## config.mk

```make
export PLATFORM = sky130hd
export DESIGN_NAME = traffic_light_ctrl
export DESIGN_NICKNAME = d
export VERILOG_FILES = /design/src/rtl/traffic_light_ctrl.sv
export SDC_FILE = /design/constraint.sdc
export NUM_CORES = 1
export LEC_CHECK = 0
export BUFFER_PORTS_ARGS = -buffer_cell sky130_fd_sc_hd__clkbuf_2
export CORE_MARGIN = 4
export CORE_UTILIZATION = 40
export CTS_CLUSTER_DIAMETER = 50
export CTS_CLUSTER_SIZE = 14
export DETAILED_ROUTE_END_ITERATION = 16
export PLACE_DENSITY = 0.6
export SYNTH_ARGS = -nofsm -noshare
export SYNTH_HDL_FRONTEND = slang
export SYNTH_SLANG_ARGS = --single-unit
```

## constraint.sdc

```tcl
create_clock -name clk -period 3.98 [get_ports clk]
set_input_delay 0.398 -clock clk [delete_from_list [all_inputs] [get_ports clk]]
set_output_delay 0.398 -clock clk [all_outputs]
set_load 0.02 [all_outputs]
```

## src/rtl/traffic_light_ctrl.sv

```systemverilog
// Intersection controller: main road default green, N_SIDE round-robin side roads, one pedestrian crossing.
// Optional emergency preemption is compiled in when TL_PREEMPT_EN is defined.
module traffic_light_ctrl #(
  parameter int unsigned N_SIDE       = 2,
  parameter int unsigned CNT_W        = 4,
  parameter int unsigned T_MIN_GREEN  = 6,
  parameter int unsigned T_YELLOW     = 2,
  parameter int unsigned T_CLEAR      = 1,
  parameter int unsigned T_SIDE_GREEN = 4,
  parameter int unsigned T_WALK       = 5
) (
  input  logic                  clk,
  input  logic                  rst,
  input  logic [N_SIDE-1:0]     car,
  input  logic                  pedestrian,
  input  logic                  preempt,
  output logic [1:0]            main_light,
  output logic [2*N_SIDE-1:0]   side_light,
  output logic                  walk,
  output logic [2:0]            state,
  output logic [CNT_W-1:0]      counter
);

  localparam int unsigned IDX_W = (N_SIDE > 1) ? $clog2(N_SIDE) : 1;

  localparam logic [1:0] LAMP_RED    = 2'b00;
  localparam logic [1:0] LAMP_YELLOW = 2'b01;
  localparam logic [1:0] LAMP_GREEN  = 2'b10;

  localparam logic [CNT_W-1:0] MG_LAST = CNT_W'(T_MIN_GREEN - 1);
  localparam logic [CNT_W-1:0] Y_LAST  = CNT_W'(T_YELLOW - 1);
  localparam logic [CNT_W-1:0] C_LAST  = CNT_W'(T_CLEAR - 1);
  localparam logic [CNT_W-1:0] SG_LAST = CNT_W'(T_SIDE_GREEN - 1);
  localparam logic [CNT_W-1:0] W_LAST  = CNT_W'(T_WALK - 1);

  typedef enum logic [2:0] {
    MAIN_GREEN  = 3'd0,
    MAIN_YELLOW = 3'd1,
    CLEAR_IN    = 3'd2,
    SIDE_GREEN  = 3'd3,
    SIDE_YELLOW = 3'd4,
    WALK        = 3'd5,
    CLEAR_OUT   = 3'd6,
    PREEMPT     = 3'd7
  } state_e;

  state_e                state_q, state_d;
  logic [CNT_W-1:0]      cnt_q, cnt_d;
  logic [N_SIDE-1:0]     car_req_q, car_req_d;
  logic                  ped_req_q, ped_req_d;
  logic [IDX_W-1:0]      ptr_q, ptr_d;
  logic [1:0]            main_light_q, main_light_d;
  logic [2*N_SIDE-1:0]   side_light_q, side_light_d;
  logic                  walk_q, walk_d;

  logic [N_SIDE-1:0]     car_in;
  logic [N_SIDE-1:0]     car_pend;
  logic                  ped_pend;
  logic                  sel_found;
  logic [IDX_W-1:0]      sel_idx;

`ifndef TL_PREEMPT_EN
  logic unused_preempt;
  assign unused_preempt = preempt;
`endif

  // Next state, request latches, counter and lamp decode of the next state
  always_comb begin
    state_d   = state_q;
    ptr_d     = ptr_q;
    car_in    = car;
    sel_found = 1'b0;
    sel_idx   = ptr_q;

    // A request for the phase currently being served is dropped
    if (state_q == SIDE_GREEN) car_in[ptr_q] = 1'b0;
    car_pend = car_req_q | car_in;
    ped_pend = ped_req_q | (pedestrian & (state_q != WALK));

    // First pending channel strictly after the pointer, wrapping
    for (int k = 1; k <= int'(N_SIDE); k++) begin
      int idx;
      idx = (int'(ptr_q) + k) % int'(N_SIDE);
      if (!sel_found && car_pend[IDX_W'(idx)]) begin
        sel_found = 1'b1;
        sel_idx   = IDX_W'(idx);
      end
    end

    case (state_q)
      MAIN_GREEN:  if (cnt_q == MG_LAST && ((|car_pend) || ped_pend)) state_d = MAIN_YELLOW;
      MAIN_YELLOW: if (cnt_q == Y_LAST) state_d = CLEAR_IN;
      CLEAR_IN: begin
        if (cnt_q == C_LAST) begin
          if (ped_pend) begin
            state_d = WALK;
          end else if (sel_found) begin
            state_d = SIDE_GREEN;
            ptr_d   = sel_idx;
          end else begin
            state_d = CLEAR_OUT;
          end
        end
      end
      SIDE_GREEN:  if (cnt_q == SG_LAST) state_d = SIDE_YELLOW;
      SIDE_YELLOW: if (cnt_q == Y_LAST) state_d = CLEAR_OUT;
      WALK:        if (cnt_q == W_LAST) state_d = CLEAR_OUT;
      CLEAR_OUT:   if (cnt_q == C_LAST) state_d = MAIN_GREEN;
      PREEMPT:     state_d = CLEAR_OUT;
      default:     state_d = MAIN_GREEN;
    endcase

`ifdef TL_PREEMPT_EN
    if (preempt) begin
      state_d = PREEMPT;
      ptr_d   = ptr_q;
    end
`endif

    car_req_d = car_pend;
    if (state_d == SIDE_GREEN && state_q != SIDE_GREEN) car_req_d[ptr_d] = 1'b0;
    ped_req_d = ped_pend & ~(state_d == WALK && state_q != WALK);

    if (state_d != state_q) begin
      cnt_d = '0;
    end else begin
      case (state_q)
        MAIN_GREEN: cnt_d = (cnt_q == MG_LAST) ? cnt_q : cnt_q + CNT_W'(1);
        PREEMPT:    cnt_d = '0;
        default:    cnt_d = cnt_q + CNT_W'(1);
      endcase
    end

    case (state_d)
      MAIN_GREEN:  main_light_d = LAMP_GREEN;
      MAIN_YELLOW: main_light_d = LAMP_YELLOW;
      default:     main_light_d = LAMP_RED;
    endcase
    side_light_d = '0;
    if (state_d == SIDE_GREEN)  side_light_d[{ptr_d, 1'b0} +: 2] = LAMP_GREEN;
    if (state_d == SIDE_YELLOW) side_light_d[{ptr_d, 1'b0} +: 2] = LAMP_YELLOW;
    walk_d = (state_d == WALK);
  end

  always_ff @(posedge clk or posedge rst) begin
    if (rst) begin
      state_q      <= MAIN_GREEN;
      cnt_q        <= '0;
      car_req_q    <= '0;
      ped_req_q    <= 1'b0;
      ptr_q        <= IDX_W'(N_SIDE - 1);
      main_light_q <= LAMP_GREEN;
      side_light_q <= '0;
      walk_q       <= 1'b0;
    end else begin
      state_q      <= state_d;
      cnt_q        <= cnt_d;
      car_req_q    <= car_req_d;
      ped_req_q    <= ped_req_d;
      ptr_q        <= ptr_d;
      main_light_q <= main_light_d;
      side_light_q <= side_light_d;
      walk_q       <= walk_d;
    end
  end

  assign main_light = main_light_q;
  assign side_light = side_light_q;
  assign walk       = walk_q;
  assign state      = state_q;
  assign counter    = cnt_q;

endmodule
```

==> results.md, run 1 <==
- Routability Congestion: 0.853
- Setup TNS: 0 ns
- Synth top area share: 0.365
- Initial DRC count: 47
- DRC: 0
- Mean post-synth cell area: 9.54 sq um
- Logic pwr share: 0.550
- RR Startpoint: counter[1]
- Crit path DAT: 2.54 ns
- Largest net degree at the start of global routing: 21
- Final instance area: 1230 sq um
- Top FF cell, synth: dfrtp_1
- Share of cells above drive strength 1: 0.275
- Chip Width: 60.4 microns
- Critical path type: flop to flop
- Max-Cap Viols: 0
- CP max stage delay: 0.47 ns
- Top cells by area, synth: dfrtp_1 (36%), dfstp_2 (4.8%), nand2_1 (4.1%)
- Initial Utilization: 0.431
- Port bufs: 18
- Drt first pass iters: 4
- Post-route clock period utilization: 0.589
- Synth Register Bits: 18
- Post-CTS resize count: 0
- CTS tree: done
- Vias in the first global route: 867
- Dominant cell type by area after synthesis: dfrtp_1
- First-pass GRT wire length: 3840 microns
- Clk_lat worst skew: 0.29 ns
- # fillers: 258
- Area of the multi-input gates: 582 sq um
- Clk sinks: 18
- Status: finished, final reports clean
- Row cnt: 18
- Synth Net Count: 124
- Layout net count: 141
- Final hold violation count: 0
- Final setup vio count: 0
- Ports: 20
- Via count: 927
- Cell internal pwr: 533 uW
- Post-synth cell types: 47
- Initial antenna violation count: 0
- Area grow syn2layout: 12.0%
- Routed Antenna Nets: 0
- Clk pwr share: 0.113
- Slew at the pin with the worst max-slew slack: 0.665 ns
- Total track usage: 0.141
- Reg2Reg Depth: 7
- Design Power: 1010 uW
- Max Root-Sink Buffers: 2
- Post-DP Area: 1190 sq um
- Full die area: 3650 sq um
- Psw: 476 uW
- Post-Syn Area: 1100 sq um
- H-Tree Depth: 1
- Wirelength per Cell: 14.5 microns
- Post-cts hold buffer count: 0
- Leak pwr: 0.000599 uW
- Sequential Power Share: 0.337
- Post-CTS setup buffers: 0
- Seq/Total Area, Yosys: 0.413
- Slew HR: 0.556
- Delay-heaviest family, CP: simple AND/OR/NAND/NOR gates
- Class of the worst hold path: input port to async pin
- Max FO, Critical Path: 8
- Sw frac: 0.472
- Critical Path Slowest Stage Cell: or3b_2
- Most common cell in the synthesized netlist: dfrtp_1
- Max Freq: 427 MHz
- Synth cell count leaders: dfrtp_1 (16), nand2_1 (12), nor2_1 (9), inv_1 (8), nor3_1 (6)
- Register area: 453 sq um
- Vias per cell: 5.76
- Number of synthesized flops with an enable pin: 0
- Total grt overflow: 0
- Async set-reset flop share out of synthesis: 1.00
- Nature of the critical path endpoint: flop
- Antenna Cells: 0
- R2R Setup Slk: 1.64 ns
- Root Buffer: clkbuf_4
- CTS clk-pin slew, worst paths: 0.11 ns
- Die height: 60.4 microns
- RR Endpoint: side_light[0]
- CTS buffer count: 3
- Clock Skew: 0.000636 ns
- Worst setup path startpoint: counter[1]
- Worst path bufs/invs: 1
- Min cycle time layout: 2.34 ns
- Cell Pwr Density: 821 nW/um^2
- Slew Viols, Final: 0
- Core region area: 2540 sq um
- Synth Warn #: 0
- Critical path, cell by cell: inv_1 -> ha_1 -> or3b_2 -> o21ba_2 -> o32ai_1 -> nand2_1 -> nor4_1
- Startpoint types: flop
- Post-DP HPWL: 1760 microns
- Maximum vdd drop: 381 uV
- RSZ-0062 raised after global routing: false
- Critical Path RT: 4.17 ns
- Cells after synthesis: 115
- DRT Wirelength: 2330 microns
-- layout make-up --
type | instances | area share
Inverter | 8 | 0.0244
Sequential cell | 18 | 0.369
Multi-Input combinational cell | 83 | 0.474
Clock buffer | 4 | 0.0295
Tap cell | 30 | 0.0305
Timing Repair Buffer | 18 | 0.0733
-- kinds of logic after synthesis --
logic type	Yosys count	synth area share
mux	2	0.0194
buf+inv	14	0.0570
simple gates	52	0.283
flops	18	0.413
xor+xnor	3	0.0239
compound gates	23	0.170
fa+ha+maj	3	0.0342
-- registers in the layout, summed over array words and instances (netlist names) --
name	flops
state	3
counter	4
car_req_q	2
ptr_q	1
side_light	4
walk	1
main_light	2
ped_req_q	1
-- placed cells by master, fill, tap and decap left out, types with 2 or more instances in the layout --
| cell type | instances |
|---|---|
| ha_1 | 3 |
| dfrtp_1 | 16 |
| o211a_1 | 2 |
| nor3_1 | 6 |
| a31oi_1 | 2 |
| nand3_1 | 2 |
| dfstp_2 | 2 |
| xor2_1 | 2 |
| and3_1 | 3 |
| nand3b_1 | 2 |
| inv_1 | 8 |
| clkbuf_2 | 18 |
| a21oi_1 | 4 |
| nor3b_1 | 2 |
| nor2_1 | 9 |
| nor4_1 | 2 |
| clkbuf_4 | 3 |
| and3b_1 | 3 |
| nand4bb_1 | 2 |
| nand2_1 | 12 |
| o21ai_0 | 3 |
-- worst max path at each step --
stage	to	slack [ns]	depth (start not counted)
finish	side_light[0]	1.64	7
global route	counter[2]	1.48	7
CTS	counter[2]	1.65	7
detailed placement	counter[2]	1.66	7
global placement	counter[2]	1.64	7
floorplan	counter[1]	1.84	7
-- power groups by stage --
stage | sequential, uW | clock, uW | combinational, uW
after floorplan | 341 | 0 | 423
final | 340 | 114 | 555
after detailed placement | 343 | 0 | 555
after CTS | 340 | 116 | 558
after global placement | 343 | 0 | 550
after global routing | 355 | 126 | 613
-- routing by layer --
metal,part of all wire,GRT usage,wire length [microns]
met5,0,0,0
met4,0.0056,0.0570,13
met3,0.051,0.0340,118
met2,0.47,0.215,1100
met1,0.47,0.193,1100
-- through the flow --
step            util  setup slack [ns]  std cells  hold slack (ns)
3_5_place_dp   0.469              1.66        157            0.504
3_3_place_gp   0.469              1.64        157            0.481
5_1_grt        0.483              1.48        161            0.215
2_1_floorplan      -              1.84        115            0.335
6_report       0.483              1.64        161            0.162
4_1_cts        0.483              1.65        161            0.186
(Power assumes the default switching activity.)
==> run 2, diff against run 1 <==
- PLACE_DENSITY: 0.6 -> 0.62
- clock period: 3.98 -> 2.1 ns (I/O delays scaled with it)
==> run 2 against run 1 <==
Compared with the run above: the flow now finishes with violations (hold timing, setup timing); critical path depth decreased by 1; first-iteration DRC count increased by 8.5%; cell count increased by 16%; sequential power increased by 86%; critical endpoint is now counter[0].
==> results.md, run 2 (synthesized netlist as in run 1, its figures left out) <==
- Register area: 458 sq um (+1.1%)
- Wirelength per Cell: 16.2 microns (+12%)
- Port bufs: 18 (unchanged)
- Cell Pwr Density: 1670 nW/um^2 (+100%)
- Crit path DAT: 2.35 ns (-0.19 ns)
- Total grt overflow: 0 (unchanged)
- Ports: 20 (unchanged)
- Routed Antenna Nets: 0 (unchanged)
- Initial Utilization: 0.431 (unchanged)
- Clk_lat worst skew: 0.29 ns (about the same)
- Max Root-Sink Buffers: 2 (unchanged)
- Maximum vdd drop: 1200 uV (+210%)
- Most frequent cells in the layout: buf_4 (26), clkbuf_2 (18), dfrtp_1 (12)
- Slew Viols, Final: 0 (unchanged)
- Chip Width: 60.4 microns (unchanged)
- Drt first pass iters: 4 (unchanged)
- Final setup vio count: 8 (+8)
- Layout net count: 167 (+18%)
- Core region area: 2540 sq um (unchanged)
- Area grow syn2layout: 46.0%
- RR Startpoint: counter[1]
- Max FO, Critical Path: 3 (-5)
- CTS buffer count: 3 (unchanged)
- Hold WS: -0.0225 ns (-0.185 ns)
- Setup ws final: -0.0466 ns (-1.68 ns)
- Max-Cap Viols: 0 (unchanged)
- DRC: 0 (unchanged)
- Startpoint types: flop
- Area of the multi-input gates: 754 sq um (+30%)
- Critical path type: flop to flop
- Failing checks: hold timing, setup timing
- Row cnt: 18 (unchanged)
- Share of cells above drive strength 1: 0.554 (+0.279)
- Via count: 1051 (+13%)
- # fillers: 209 (-19%)
- Design Power: 2670 uW (+160%)
- RR Endpoint: counter[0]
- Status: finished with violations
- Slew HR: 0.557 (about the same)
- Vias in the first global route: 1048 (+21%)
- Min cycle time layout: 2.15 ns (-0.196 ns)
- Max Freq: 466 MHz (+9.1%)
- H-Tree Depth: 1 (unchanged)
- Post-DP HPWL: 2150 microns (+22%)
- Setup TNS: -0.191 ns (-0.191 ns)
- Initial DRC count: 51 (+8.5%)
- Clock Skew: 0.00111 ns (+0.000476 ns)
- Commonest non-fill, non-tap cell in the layout: buf_4
- Post-route clock period utilization: 1.02 (+0.434)
- Reg2Reg Depth: 6 (-1)
- Root Buffer: clkbuf_4
- Leak pwr: 0.000762 uW (+27%)
- Vias per cell: 5.62 (-2.4%)
- First-pass GRT wire length: 4740 microns (+24%)
- CTS clk-pin slew, worst paths: 0.10 ns (about the same)
- Initial antenna violation count: 0 (unchanged)
- Nature of the critical path endpoint: flop
- Final hold violation count: 16 (+16)
- Antenna Cells: 0 (unchanged)
- Full die area: 3650 sq um (unchanged)
- CTS tree: done
- Critical Path RT: 2.30 ns (-1.87 ns)
- Largest net degree at the start of global routing: 19 (-9.5%)
- RSZ-0062 raised after global routing: true
- Total track usage: 0.175 (+0.0336)
- Die height: 60.4 microns (unchanged)
- Routability Congestion: 0.868 (+1.8%)
- R2R Setup Slk: -0.05 ns (-1.68 ns)
- Clk sinks: 18 (unchanged)
- DRT Wirelength: 3040 microns (+30%)
- Slew at the pin with the worst max-slew slack: 0.664 ns (-0.000444 ns)
- Class of the worst hold path: input port to async pin
## run 2: metal layers
layer  wire length [microns]  up-vias  global-route usage
met3                     150        6              0.0426
met4                      61        0              0.0665
met5                       0        -                   0
met1                    1260      508               0.218
met2                    1570       30               0.292
li1                        -      507                   -
## run 2: report_power, final
part / leakage, uW / switching [uW] / internal (uW) / total, uW
Combinational: 0.000523 / 960 / 872 / 1830
Sequential: 0.000218 / 151 / 480 / 631
Clock: 0.0000210 / 104 / 106 / 210
Total: 0.000762 / 1210 / 1460 / 2670
## run 2: worst max-delay path: stages, from the launching register on
cell,delay (ns)
dfrtp_1,0.43
ha_2,0.20
or3b_4,0.38
a222oi_1,0.47
a41o_2,0.26
a221oi_4,0.11
nor4b_4,0.21
## run 2: timing repair
action	CTS	global route
endpoints found under the setup margin	12	12
setup buffers	7	1
endpoints found under the hold margin	0	0
pin swaps	6	6
hold buffers	0	0
resized for setup	13	20
## run 2: metrics by stage
step           area, sq um  setup WS (ns)   util  instances
3_3_place_gp          1350        -0.0292  0.530        176
5_1_grt               1600        -0.0789  0.629        187
6_report              1600        -0.0466  0.629        187
4_1_cts               1500        0.00412  0.588        187
2_1_floorplan         1110        0.00597      -        115
3_5_place_dp          1350         -0.184  0.530        176
## run 2: final cells by class
class	instances	area share
multi-input combinational	83	0.471
clock buffer	4	0.0227
inverter	8	0.0187
sequential	18	0.286
tap	30	0.0234
timing repair buffer	44	0.178
## run 2: how the worst max path moves through the flow
stage                from             to  slack (ns)  depth (start not counted)
6_report       counter[1]     counter[0]       -0.05                          6
5_1_grt        counter[1]     counter[0]       -0.08                          6
4_1_cts        counter[1]   car_req_q[0]       0.004                          8
3_5_place_dp   counter[1]  side_light[2]       -0.18                          7
3_3_place_gp   counter[0]  side_light[2]       -0.03                          7
2_1_floorplan  counter[1]  side_light[0]       0.006                          6
==> run 3, diff against run 2 <==
- BUFFER_PORTS_ARGS: -buffer_cell sky130_fd_sc_hd__clkbuf_2 -> not set
- DONT_BUFFER_PORTS: not set -> 1
- PLACE_DENSITY: 0.62 -> 0.55
==> run 3 against run 2 <==
Compared with the run above: hold slack better by 0.11 ns; largest power group unchanged; critical path depth up 1; setup slack better by 0.024 ns; the run ends with setup timing left; cell area down 11%; critical path type unchanged.
==> results.md, run 3 (synthesized netlist as in run 1, its figures left out) <==
- Status: finished with violations
- Failing checks: setup timing
- Critical path, cell by cell: ha_2 -> or3b_4 -> a222oi_1 -> a41o_2 -> buf_6 -> a221oi_4 -> nor4b_2
- Max FO, Critical Path: 3 (unchanged)
- RSZ-0062 raised after global routing: true
- Most frequent cells in the layout: buf_4 (26), dfrtp_1 (15), nand2_1 (11)
- Initial Utilization: 0.431 (unchanged)
- Slew Viols, Final: 0 (unchanged)
- Worst slack, placed: -0.126 ns (+0.0578 ns)
- Die height: 60.4 microns (unchanged)
- H-Tree Depth: 1 (unchanged)
- Wirelength per Cell: 16.4 microns (+0.86%)
- Drt first pass iters: 4 (unchanged)
- Clock Skew: 0.00330 ns (+0.00219 ns)
- Root Buffer: clkbuf_4
- Port bufs: 0 (-18)
- Max-Cap Viols: 0 (unchanged)
- Critical path type: flop to flop
- CP max stage delay: 0.43 ns (-0.04 ns)
- CTS tree: done
- Total grt overflow: 0 (unchanged)
- Clk sinks: 18 (unchanged)
- RR Startpoint: counter[1]
- Initial antenna violation count: 0 (unchanged)
- Vias in the first global route: 999 (-4.7%)
- Layout net count: 151 (-9.6%)
- Hold wc startpoint: car[1]
- Area of the multi-input gates: 646 sq um (-14%)
- Leak pwr: 0.000670 uW (-12%)
- Largest net degree at the start of global routing: 19 (unchanged)
- Cell depth of the worst hold path: 2
- Critical Path RT: 2.31 ns (about the same)
- Met3 Routed Length: 156 microns (+4.0%)
- Critical Path Slowest Stage Cell: a222oi_1
- Vias per cell: 5.71 (+1.6%)
- Crit path DAT: 2.33 ns (-0.02 ns)
- Post-DP HPWL: 2090 microns (-2.8%)
- Ports: 20 (unchanged)
- Register area: 454 sq um (-0.82%)
- Routability Congestion: 0.926 (+6.7%)
- Max Root-Sink Buffers: 2 (unchanged)
- Maximum vdd drop: 1000 uV (-16%)
- Full die area: 3650 sq um (unchanged)
- Antenna Cells: 0 (unchanged)
- Area grow syn2layout: 29.4%
- CTS buffer count: 3 (unchanged)
- Delay-heaviest family, CP: compound AO/OA/AOI/OAI gates
- First-pass GRT wire length: 4660 microns (-1.6%)
- Clk_lat worst skew: 0.30 ns (about the same)
- R2R Setup Slk: -0.02 ns (+0.02 ns)
- Max Freq: 471 MHz (+1.1%)
- DRC: 0 (unchanged)
- Setup ws final: -0.0223 ns (+0.0242 ns)
- # fillers: 229 (+9.6%)
- Slew HR: 0.553 (-0.00367)
- Post-route clock period utilization: 1.01 (-0.0115)
- Post-DP Area: 1290 sq um (-4.5%)
- Top layer used by detailed routing: met4
- DRT Wirelength: 2800 microns (-7.8%)
- Wl on met1: 1200 microns (-4.4%)
- Nature of the critical path endpoint: flop
- Core region area: 2540 sq um (unchanged)
- Final instance area: 1420 sq um (-11%)
- Final setup vio count: 3 (-5)
- RR Endpoint: counter[0]
- WL met2: 1400 microns (-11%)
- Class of the worst hold path: input port to flop
- CTS clk-pin slew, worst paths: 0.10 ns (about the same)
- Cell Pwr Density: 1660 nW/um^2 (-0.60%)
- Worst path bufs/invs: 1 (+1)
- Initial DRC count: 53 (+3.9%)
- Row cnt: 18 (unchanged)
- Min cycle time layout: 2.12 ns (-0.0242 ns)
- Slew at the pin with the worst max-slew slack: 0.670 ns (+0.00550 ns)
- Hold Crit Endpoint: car_req_q[1]
- Startpoint types: flop
- Chip Width: 60.4 microns (unchanged)
- Via count: 976 (-7.1%)
- Total track usage: 0.172 (-0.00303)
- Commonest non-fill, non-tap cell in the layout: buf_4
- Final hold violation count: 0 (-16)
- Share of cells above drive strength 1: 0.383 (-0.171)
- Reg2Reg Depth: 7 (+1)
- Routed Antenna Nets: 0 (unchanged)
[run 3: final cells by class]
type | count | share of cell area
multi-input combinational | 83 | 0.455
sequential | 18 | 0.320
timing repair buffer | 28 | 0.152
tap | 30 | 0.0264
clock buffer | 4 | 0.0256
inverter | 8 | 0.0211
[run 3: through the flow]
| step | util | hold slack (ns) | setup TNS (ns) | std cells | total power, uW |
|---|---|---|---|---|---|
| 6_report | 0.558 | 0.0837 | -0.0297 | 171 | 2360 |
| 5_1_grt | 0.558 | 0.0961 | -1.44 | 171 | 2540 |
| 4_1_cts | 0.548 | 0.0702 | -0.0241 | 169 | 2280 |
| 3_5_place_dp | 0.506 | 0.225 | -0.737 | 162 | 1920 |
| 3_3_place_gp | 0.506 | 0.221 | -0.292 | 162 | 1900 |
| 2_1_floorplan | - | 0.147 | 0 | 115 | 1480 |
[run 3: per-layer routing]
metal	track usage	vias to the layer above
li1	-	473
met1	0.212	471
met2	0.284	28
met3	0.0489	4
met4	0.0665	0
met5	0	-
[run 3: worst max-delay path by stage]
stage                from             to  slack [ns]  cells past startpoint
6_report       counter[1]     counter[0]       -0.02                      7
4_1_cts        counter[1]  side_light[2]       -0.01                      6
3_5_place_dp   counter[1]  side_light[2]       -0.13                      7
3_3_place_gp   counter[0]  side_light[2]       -0.08                      7
2_1_floorplan  counter[1]  side_light[0]       0.006                      6
5_1_grt        counter[1]     counter[3]       -0.15                      7
[run 3: worst reg2reg max path, delay by kind of cell (launching register included)]
kind / cells / cell delay, ns
buffers and inverters: 1 / 0.12
AOI/OAI and AO/OA: 3 / 0.74
and+or+nand+nor: 2 / 0.59
adders and majority gates: 1 / 0.20
DFF: 1 / 0.39
[run 3: power breakdown]
part | internal, uW | switching (uW) | total (uW)
Combinational | 723 | 771 | 1490
Sequential | 476 | 173 | 649
Clock | 106 | 107 | 213
Total | 1300 | 1050 | 2360
[run 3: timing repair]
action / in CTS / in global routing
endpoints found under the hold margin: 16 / 0
gates resized for setup: 7 / 3
setup endpoints to repair: 11 / 12
pin swaps: 6 / 6
buffers inserted: 2 / 2
hold buffers: 1 / 0
